File: config.mk
export PLATFORM = sky130hd
export DESIGN_NAME = tt_readback_sweeper_flat
export DESIGN_NICKNAME = d
export VERILOG_FILES = /design/src/rtl/tt_readback_sweeper_pkg.sv /design/src/rtl/tt_readback_sweeper_if.sv /design/src/rtl/tt_readback_sweeper_sampler.sv /design/src/rtl/tt_readback_sweeper.sv /design/src/flat_wrapper.sv
export SDC_FILE = /design/constraint.sdc
export NUM_CORES = 1
export LEC_CHECK = 0
export CAP_MARGIN = 20
export CORE_UTILIZATION = 51
export DETAILED_ROUTE_END_ITERATION = 10
export PLACE_DENSITY = 0.77
export SKIP_CTS_REPAIR_TIMING = 1
export SLEW_MARGIN = 5
export SYNTH_ARGS = -nofsm -noshare
export SYNTH_HDL_FRONTEND = slang
export SYNTH_HIERARCHICAL = 1
export SYNTH_SLANG_ARGS = --single-unit
export TNS_END_PERCENT = 50
File: constraint.sdc
create_clock -name clk -period 1.8 [get_ports clk]
set_input_delay 0.27 -clock clk [delete_from_list [all_inputs] [get_ports clk]]
set_output_delay 0.27 -clock clk [all_outputs]
set_load 0.02 [all_outputs]
File: src/rtl/tt_readback_sweeper_pkg.sv
// Shared types and sizing helpers for the truth-table readback sweeper.
package tt_readback_pkg;

    typedef enum logic [1:0] {
        IDLE,
        SETTLE,
        SAMPLE,
        DONE
    } state_t;

    localparam int N_IN_DEFAULT          = 3;
    localparam int SETTLE_CYCLES_DEFAULT = 4;
    localparam int SAMPLES_DEFAULT       = 3;

    // Truth-table code width for a given number of logic inputs.
    function automatic int code_w(input int n_in);
        return 2 ** n_in;
    endfunction

    // Bits needed for a counter that runs 0..max_count-1 (never narrower than 1).
    function automatic int cnt_w(input int max_count);
        return (max_count < 2) ? 1 : $clog2(max_count);
    endfunction

endpackage

File: src/rtl/tt_readback_sweeper_if.sv
// Control, stimulus and result bundle of the readback sweeper.
// Optional TT_READBACK_EXPECT_EN adds expected_code / mismatch.
interface tt_readback_sweeper_if #(
    parameter int N_IN = 3
);
    import tt_readback_pkg::*;

    localparam int CODE_W = code_w(N_IN);

    logic              start;
    logic [N_IN-1:0]   drive_in;
    logic              dut_out;
    logic              busy;
    logic [CODE_W-1:0] code;
    logic              code_valid;
    logic              code_ready;
`ifdef TT_READBACK_EXPECT_EN
    logic [CODE_W-1:0] expected_code;
    logic              mismatch;
`endif

    // Harness side: requests sweeps, models the logic-under-test, consumes codes.
    modport master (
        output start, dut_out, code_ready,
        input  drive_in, busy, code, code_valid
`ifdef TT_READBACK_EXPECT_EN
        , output expected_code,
        input  mismatch
`endif
    );

    // Sweeper side.
    modport slave (
        input  start, dut_out, code_ready,
        output drive_in, busy, code, code_valid
`ifdef TT_READBACK_EXPECT_EN
        , input expected_code,
        output mismatch
`endif
    );

endinterface

File: src/rtl/tt_readback_sweeper_sampler.sv
// Majority voter: counts ones over SAMPLES enabled cycles and strobes the voted
// bit combinationally on the last of them.
module tt_majority_sampler
    import tt_readback_pkg::*;
#(
    parameter int SAMPLES = SAMPLES_DEFAULT
) (
    input  logic clk,
    input  logic rst_n,
    input  logic en,
    input  logic din,
    output logic bit_valid,
    output logic bit_val
);

    localparam int IDX_W  = cnt_w(SAMPLES);
    localparam int ONES_W = cnt_w(SAMPLES + 1);

    logic [IDX_W-1:0]  idx_q;
    logic [ONES_W-1:0] ones_q;
    logic [ONES_W-1:0] ones_total;
    logic              last;

    assign last       = (idx_q == IDX_W'(SAMPLES - 1));
    assign ones_total = ones_q + ONES_W'(din);
    assign bit_valid  = en && last;
    assign bit_val    = (ones_total > ONES_W'(SAMPLES / 2));

    // NOTE: sequential state uses non-blocking assignments so every flop sees pre-edge values.
    always_ff @(posedge clk or negedge rst_n) begin
        if (!rst_n) begin
            idx_q  <= '0;
            ones_q <= '0;
        end else if (en) begin
            if (last) begin
                idx_q  <= '0;
                ones_q <= '0;
            end else begin
                idx_q  <= idx_q + IDX_W'(1);
                ones_q <= ones_total;
            end
        end
    end

endmodule

File: src/rtl/tt_readback_sweeper.sv
// Sweeps every input vector through a logic-under-test and rebuilds its truth-table
// code. Optional TT_READBACK_EXPECT_EN compares the result to an expected code.
module tt_readback_sweeper
    import tt_readback_pkg::*;
#(
    parameter int N_IN          = N_IN_DEFAULT,
    parameter int SETTLE_CYCLES = SETTLE_CYCLES_DEFAULT,
    parameter int SAMPLES       = SAMPLES_DEFAULT
) (
    input  logic                 clk,
    input  logic                 rst_n,
    tt_readback_sweeper_if.slave bus
);

    localparam int              CODE_W   = code_w(N_IN);
    localparam int              SETTLE_W = cnt_w(SETTLE_CYCLES);
    localparam logic [N_IN-1:0] LAST_VEC = '1;

    state_t              state_q, state_d;
    logic [SETTLE_W-1:0] settle_cnt_q;
    logic [N_IN-1:0]     vec_q;
    logic [CODE_W-1:0]   code_q;
    logic                accept;
    logic                sample_en;
    logic                settle_last;
    logic                last_vec;
    logic                bit_valid;
    logic                bit_val;

    assign settle_last = (settle_cnt_q == SETTLE_W'(SETTLE_CYCLES - 1));
    assign last_vec    = (vec_q == LAST_VEC);

    tt_majority_sampler #(
        .SAMPLES (SAMPLES)
    ) u_sampler (
        .clk       (clk),
        .rst_n     (rst_n),
        .en        (sample_en),
        .din       (bus.dut_out),
        .bit_valid (bit_valid),
        .bit_val   (bit_val)
    );

    always_ff @(posedge clk or negedge rst_n) begin
        if (!rst_n) state_q <= IDLE;
        else        state_q <= state_d;
    end

    // NOTE: every signal written here gets a default first, so no path can infer a latch.
    always_comb begin
        state_d   = state_q;
        accept    = 1'b0;
        sample_en = 1'b0;
        case (state_q)
            IDLE: begin
                if (bus.start) begin
                    accept  = 1'b1;
                    state_d = SETTLE;
                end
            end
            SETTLE: begin
                if (settle_last) state_d = SAMPLE;
            end
            SAMPLE: begin
                sample_en = 1'b1;
                if (bit_valid) state_d = last_vec ? DONE : SETTLE;
            end
            DONE: begin
                if (bus.code_ready) state_d = IDLE;
            end
            default: state_d = IDLE;
        endcase
    end

    // NOTE: code_q is a plain register, not a memory, so it takes the async reset like any flop.
    always_ff @(posedge clk or negedge rst_n) begin
        if (!rst_n) begin
            settle_cnt_q <= '0;
            vec_q        <= '0;
            code_q       <= '0;
        end else begin
            if (state_q == SETTLE && !settle_last) settle_cnt_q <= settle_cnt_q + SETTLE_W'(1);
            else                                   settle_cnt_q <= '0;

            if (accept) begin
                vec_q  <= '0;
                code_q <= '0;
            end else if (bit_valid) begin
                // Vector i lands at bit CODE_W-1-i, which for CODE_W = 2**N_IN is simply ~i.
                code_q[~vec_q] <= bit_val;
                if (!last_vec) vec_q <= vec_q + N_IN'(1);
            end
        end
    end

    assign bus.drive_in   = vec_q;
    assign bus.busy       = (state_q != IDLE);
    assign bus.code       = code_q;
    assign bus.code_valid = (state_q == DONE);

`ifdef TT_READBACK_EXPECT_EN
    logic [CODE_W-1:0] expected_q;

    always_ff @(posedge clk or negedge rst_n) begin
        if (!rst_n)      expected_q <= '0;
        else if (accept) expected_q <= bus.expected_code;
    end

    assign bus.mismatch = (state_q == DONE) && (code_q != expected_q);
`endif

endmodule
File: src/flat_wrapper.sv
// flat-port wrapper written by rule: the top's interface ports become plain ports
module tt_readback_sweeper_flat import tt_readback_pkg::*;
#(
    parameter int N_IN          = N_IN_DEFAULT,
    parameter int SETTLE_CYCLES = SETTLE_CYCLES_DEFAULT,
    parameter int SAMPLES       = SAMPLES_DEFAULT
)
  (clk, rst_n, bus_start, bus_dut_out, bus_code_ready, bus_drive_in, bus_busy, bus_code, bus_code_valid);
  tt_readback_sweeper_if #(.N_IN(N_IN)) bus_i ();
  input  logic clk;
  input  logic rst_n;
  input wire logic [$bits(bus_i.start)-1:0] bus_start;
  input wire logic [$bits(bus_i.dut_out)-1:0] bus_dut_out;
  input wire logic [$bits(bus_i.code_ready)-1:0] bus_code_ready;
  output wire logic [$bits(bus_i.drive_in)-1:0] bus_drive_in;
  output wire logic [$bits(bus_i.busy)-1:0] bus_busy;
  output wire logic [$bits(bus_i.code)-1:0] bus_code;
  output wire logic [$bits(bus_i.code_valid)-1:0] bus_code_valid;
  assign bus_i.start = bus_start;
  assign bus_i.dut_out = bus_dut_out;
  assign bus_i.code_ready = bus_code_ready;
  assign bus_drive_in = bus_i.drive_in;
  assign bus_busy = bus_i.busy;
  assign bus_code = bus_i.code;
  assign bus_code_valid = bus_i.code_valid;
  tt_readback_sweeper #(.N_IN(N_IN), .SETTLE_CYCLES(SETTLE_CYCLES), .SAMPLES(SAMPLES)) u_core (.clk(clk), .rst_n(rst_n), .bus(bus_i));
endmodule
Yosys cells after proc, flatten, opt, wreduce, memory -nomap -nowiden
Cells that the tools add are included.
{"block": "op_classes", "n_addsub": 4, "n_lt_le_gt_ge": 3, "eq_ne": 11, "mux": 20, "bitwise": 1, "reduce_logical": 9}
{"op": "$mux W2", "count": 8}
{"op": "$mux W8", "count": 2}
{"op": "$mux W3", "count": 3}
{"op": "$bwmux W8", "count": 1}
{"op": "$eq A2 B2 Y1 const B", "count": 4}
{"op": "$pmux W2 S4", "count": 1}
{"op": "$ne A2 B1 Y1 const B", "count": 3}
{"op": "$add A2 B1 Y2 const B", "count": 2}
{"op": "$lt A3 B4 Y1 const B", "count": 1}
{"op": "$mux W1", "count": 4}
{"op": "$ne A2 B2 Y1 const B", "count": 2}
{"op": "$reduce_and A4 Y1", "count": 1}
{"op": "$reduce_bool A2 Y1", "count": 2}
{"op": "$add A3 B1 Y3 const B", "count": 1}
{"op": "$demux W1 S3", "count": 1}
{"op": "$eq A3 B3 Y1 const B", "count": 1}
{"op": "$ge A3 B1 Y1 const B", "count": 1}
{"op": "$logic_and A1 B1 Y1", "count": 3}
{"op": "$not A3 Y3", "count": 1}
{"op": "$add A2 B1 Y2", "count": 1}
{"op": "$eq A2 B1 Y1 const B", "count": 1}
{"op": "$gt A2 B1 Y1 const B", "count": 1}
{"op": "$logic_not A2 Y1", "count": 1}
{"op": "$reduce_and A2 Y1", "count": 1}
{"op": "$logic_not A1 Y1", "count": 1}
{"block": "word_totals", "ff_bits": 19, "input_bits": 5, "wordCells": 54}

Logic depth before layout (Yosys ltp)
{"block": "depth", "word_depth": 8, "mapped_depth": 9, "depth_no_buf": 7}

Cells and area by module
The synthesis kept the hierarchy.
{"mod": "tt_readback_sweeper", "n_inst": 1, "cells_each": 73, "area_per_inst_um2": 834.6, "seq_area_each_um2": 375.4}
{"mod": "tt_majority_sampler", "n_inst": 1, "cells_each": 20, "area_per_inst_um2": 226.5, "seq_area_each_um2": 100.1}

Worst setup path after synthesis
No wires, ideal clock.
{"block": "synth_path", "path_type": "register -> register", "start": "register u_core.state_q[0]", "end": "register u_core.code_q[7] (netlist: u_core/bus.code[7])", "setup_ns": 0.119, "arrival_ns": 1.414, "required_ns": 1.681, "slack_ns": 0.267, "path_stages_with_launch": 10, "n_path_buf": 2, "period_less_slack_ns": 1.533, "path_cell_list": "dfrtp_1 -> inv_1 -> nand2_1 -> inv_1 -> buf_6 -> and2_1 -> buf_4 -> nor4b_4 -> mux2i_1 -> nor2_2"}
{"block": "synth_via", "elab_chain_len": 4, "elab_cells_between_ends": 7}
{"item": "from (decl)", "line": "tt_readback_sweeper.sv:19", "text": "state_t state_q, state_d;"}
{"item": "from (signal assigned)", "line": "tt_readback_sweeper.sv:46", "text": "else state_q <= state_d;"}
{"item": "$eq A2 B2 Y1", "line": "tt_readback_sweeper.sv:54", "text": "case (state_q)"}
{"item": "$mux W1", "line": "tt_readback_sweeper.sv:54"}
{"item": "via u_core.sample_en", "line": "tt_readback_sweeper.sv:24", "text": "logic sample_en;"}
{"item": "$logic_and A1 B1 Y1", "line": "tt_readback_sweeper_sampler.sv:26", "text": "assign bit_valid = en && last;"}
{"item": "via u_core.bit_valid", "line": "tt_readback_sweeper.sv:27", "text": "logic bit_valid;"}
{"item": "$reduce_bool A2 Y1 (no line)"}
{"item": "to (signal, indexed assignment)", "line": "tt_readback_sweeper.sv:90", "text": "code_q[~vec_q] <= bit_val;"}
{"item": "to (decl)", "line": "tt_readback_sweeper.sv:22", "text": "logic [CODE_W-1:0] code_q;"}
The timed path passes the listed nets, and every way through them passes these cells.
A chain may end at the register's enable or synchronous reset.

Final worst setup path
{"block": "layout_path", "start": "register u_core.state_q[1]", "end": "output port bus_code_valid"}
{"block": "layout_via", "elab_chain_len": 1}
{"item": "$eq A2 B2 Y1", "line": "tt_readback_sweeper.sv:99", "text": "assign bus.code_valid = (state_q == DONE);"}
{"item": "to (decl)", "line": "flat_wrapper.sv:18", "text": "output wire logic [$bits(bus_i.code_valid)-1:0] bus_code_valid;"}
No other way between the ends.

==> parameters.txt <==
Parameter                              Value

Place
  Detailed-placement wirelength estimate    1240 um
  Post-place setup slack    0.0177 ns
  Global placement routability congestion    0.705
  Number of input and output port buffers inserted    17

CTS
  Maximum root-to-sink buffer count    2
  Clock latency of the later-clocked register in the worst-skew pair    0.29 ns
  Clock-pin slew of the registers on the worst-case setup and hold paths    0.10 ns
  CTS H-Tree Depth    1
  Clock tree from TritonCTS    built
  Number of sinks on the clock net    19
  Buffer cell driving the clock tree root    clkbuf_4
  TritonCTS Buffers    3

Critical path
  Arrival time worst endpoint    1.47 ns
  Crit path launch    u_core/state_q[1]$_DFFE_PN0P_
  Critical Path Start Type    flip-flop
  Number of cells on the worst reg-to-reg path    7
  Reg-to-reg setup timing slack    0.21 ns
  Worst setup path end    bus_code_valid
  Reg2Reg Launch Point    u_core/state_q[0]$_DFFE_PN0P_
  Reg2reg end    u_core/bus.code[7]$_DFFE_PN0P_
  Worst-path maximum fanout    9
  Endpoint type of the worst setup path    output pin
  Critical path required time    1.53 ns
  CP Class    flip-flop to output pin

Global routing
  Via count of the first global-routing pass    637
  Global-route total usage across every layer    0.183
  Global-route wire length before repair    2840 um
  Gr ovfl total    0
  Number of antenna violations at the first check in global routing    0
  Pin count of the biggest net entering global routing    20

Drt
  Routed wire length    1690 um
  Routed vias    694
  Violation count after the first detailed-routing iteration    6
  Total iterations of the first detailed-routing run    4
  DRC errors left    0
  Avg WL per Cell    12.4 um
  ANT nets after route    0
  Ratio of routed vias to standard cells    5.10

Pwr
  Final Total Pwr    1.32 mW
  Areal power density over the cells    1060 mW/mm^2
  Net switching share of the total power    0.349
  Peak supply drop    0.000721 V
  Cell internal power dissipation    0.861 mW
  Share of total power in sequential cells    0.461
  Part of the total power dissipated in the clock network    0.160
  Static leakage    0.593 nW
  Portion of total power attributed to combinational logic    0.379
  Sw Pwr    0.461 mW

STA
  Slew Limit Fails    0
  Maximum clock frequency    0.574 GHz
  Transition time at the pin with the least slew margin    0.574 ns
  Worst setup slack after layout    0.0583 ns
  RSZ-0062 raised after global routing    no
  Fin crit period    1.74 ns
  Layout Skew    0.00401 ns
  Final worst path period share    0.968
  Count of final hold-check violations    0
  Total of endpoints with negative setup slack in the final report    0
  Headroom to the max-slew limit    0.616
  Setup TNS    0 ns

Finish
  Core utilization of the finished layout    0.633
  Total Nets Final    119
  Share of layout cells above drive strength 1    0.183
  Area added between synthesis and finish    17.1%
  Antenna diode count    0
  Fill cells    179

Logic synthesis
  Prevailing post-synth register cell    dfrtp_1
  Portion of the post-synthesis area used by sequential elements    0.448
  Synth Net Count    102
  Post-synth EDFFs    0
  Fraction of registers with async set or reset after synthesis    1.00
  Syn avg cell area    11.4 um^2
  Number of unique standard cell types used by synthesis    31
  Post-synthesis cell area    0.00106 mm^2
  Count of synthesis-stage warnings from yosys    6
  Count of state elements after synthesis    19
  Gate count after technology mapping    93

Floorplanning
  Cell Rows    16
  Initial core utilization    0.541
  Core footprint    0.00196 mm^2
  Die boundary height    47.6 um
  Die span in x    47.6 um
  Top-level I/O count    18
  Total die area    0.00227 mm^2

Job
  Number of max-cap violations    0

Hold path
  Type of the tightest min-delay check    input pin to async pin

Status
  Run status    completed
-- registers in the layout (all words and copies together), names as in the netlist --
| signal | count |
|---|---|
| u_core/bus.code | 8 |
| u_core/u_sampler/ones_q | 2 |
| u_core/bus.drive_in | 3 |
| u_core/state_q | 2 |
| u_core/u_sampler/idx_q | 2 |
| u_core/settle_cnt_q | 2 |
-- logic make-up after synthesis --
family / Yosys count / share of synthesized area
compound gates: 7 / 0.0495
xor+xnor: 2 / 0.0165
fa+ha+maj: 4 / 0.0472
buf+inv: 13 / 0.0920
flops: 19 / 0.448
mux: 12 / 0.118
simple gates: 36 / 0.229
-- power groups by stage --
stage / Clock, mW / Sequential (mW) / Combinational (mW)
floorplan: 0 / 0.602 / 0.405
global placement: 0 / 0.608 / 0.493
detailed placement: 0 / 0.614 / 0.513
CTS: 0.219 / 0.606 / 0.513
global route: 0.232 / 0.625 / 0.558
finish: 0.211 / 0.610 / 0.501
-- critical path: stages (launching register included) --
cell and delay (ns):
dfrtp_2 0.45, and2_1 0.14, clkdlybuf4s50_1 0.59
-- area by class of cell --
cell class	instances	area, um^2	share of cell area
clock buffers	4	26.3	0.0211
flip-flops and latches	19	479	0.386
multi-input cells	61	489	0.394
repair buffers	20	195	0.157
well taps	27	33.8	0.0272
inverters	5	18.8	0.0151
-- routing by layer --
metal	track usage	vias up	wire length [um]
li1	-	348	-
met1	0.234	327	801
met2	0.301	15	791
met3	0.0226	4	58
met4	0.100	0	40
met5	0	-	0
-- synth_stat cells, types with 2 or more instances --
cell	count	share of area
o21ai_0	2	0.0094
nor2b_1	2	0.012
ha_1	4	0.047
nor2_1	12	0.042
inv_1	5	0.018
nand2_1	4	0.014
mux2i_1	11	0.10
dfrtp_1	19	0.45
buf_4	3	0.021
and2_1	2	0.012
buf_6	5	0.053
and4bb_2	3	0.035
nand4b_1	3	0.025
-- worst min-delay path by stage --
stage          depth (start not counted)                        startpoint  slack, ns                                    end
4_1_cts                                2                             rst_n       0.30  u_core/u_sampler/idx_q[0]$_DFFE_PN0P_
2_1_floorplan                          0                             rst_n      -0.03         u_core/bus.code[0]$_DFFE_PN0P_
3_5_place_dp                           1  u_core/settle_cnt_q[0]$_DFF_PN0_       0.43       u_core/settle_cnt_q[0]$_DFF_PN0_
6_report                               2                             rst_n       0.29         u_core/bus.code[0]$_DFFE_PN0P_
5_1_grt                                2                             rst_n       0.30  u_core/u_sampler/idx_q[0]$_DFFE_PN0P_
3_3_place_gp                           1  u_core/settle_cnt_q[0]$_DFF_PN0_       0.42       u_core/settle_cnt_q[0]$_DFF_PN0_
-- per-stage QoR --
| step | instances | cell area (um^2) | hold WS (ns) |
|---|---|---|---|
| final | 136 | 1240 | 0.294 |
| after global routing | 136 | 1240 | 0.305 |
| after CTS | 136 | 1230 | 0.299 |
| after detailed placement | 132 | 1210 | 0.430 |
| after global placement | 132 | 1210 | 0.420 |
| after floorplan | 93 | 1060 | -0.0256 |
-- layout by cell type (no fill, tap or decap), drive strengths merged, types with 2 or more instances in the layout --
master         instances
dfrtp                 19
clkdlybuf4s50         16
nor2                  14
mux2i                 11
inv                    5
nand2                  4
ha                     4
clkbuf                 4
and4bb                 3
nand4b                 3
buf                    3
nor2b                  2
o21ai                  2
and2                   2
and2b                  2
o22ai                  2
Power figures use the tool's default switching activity.
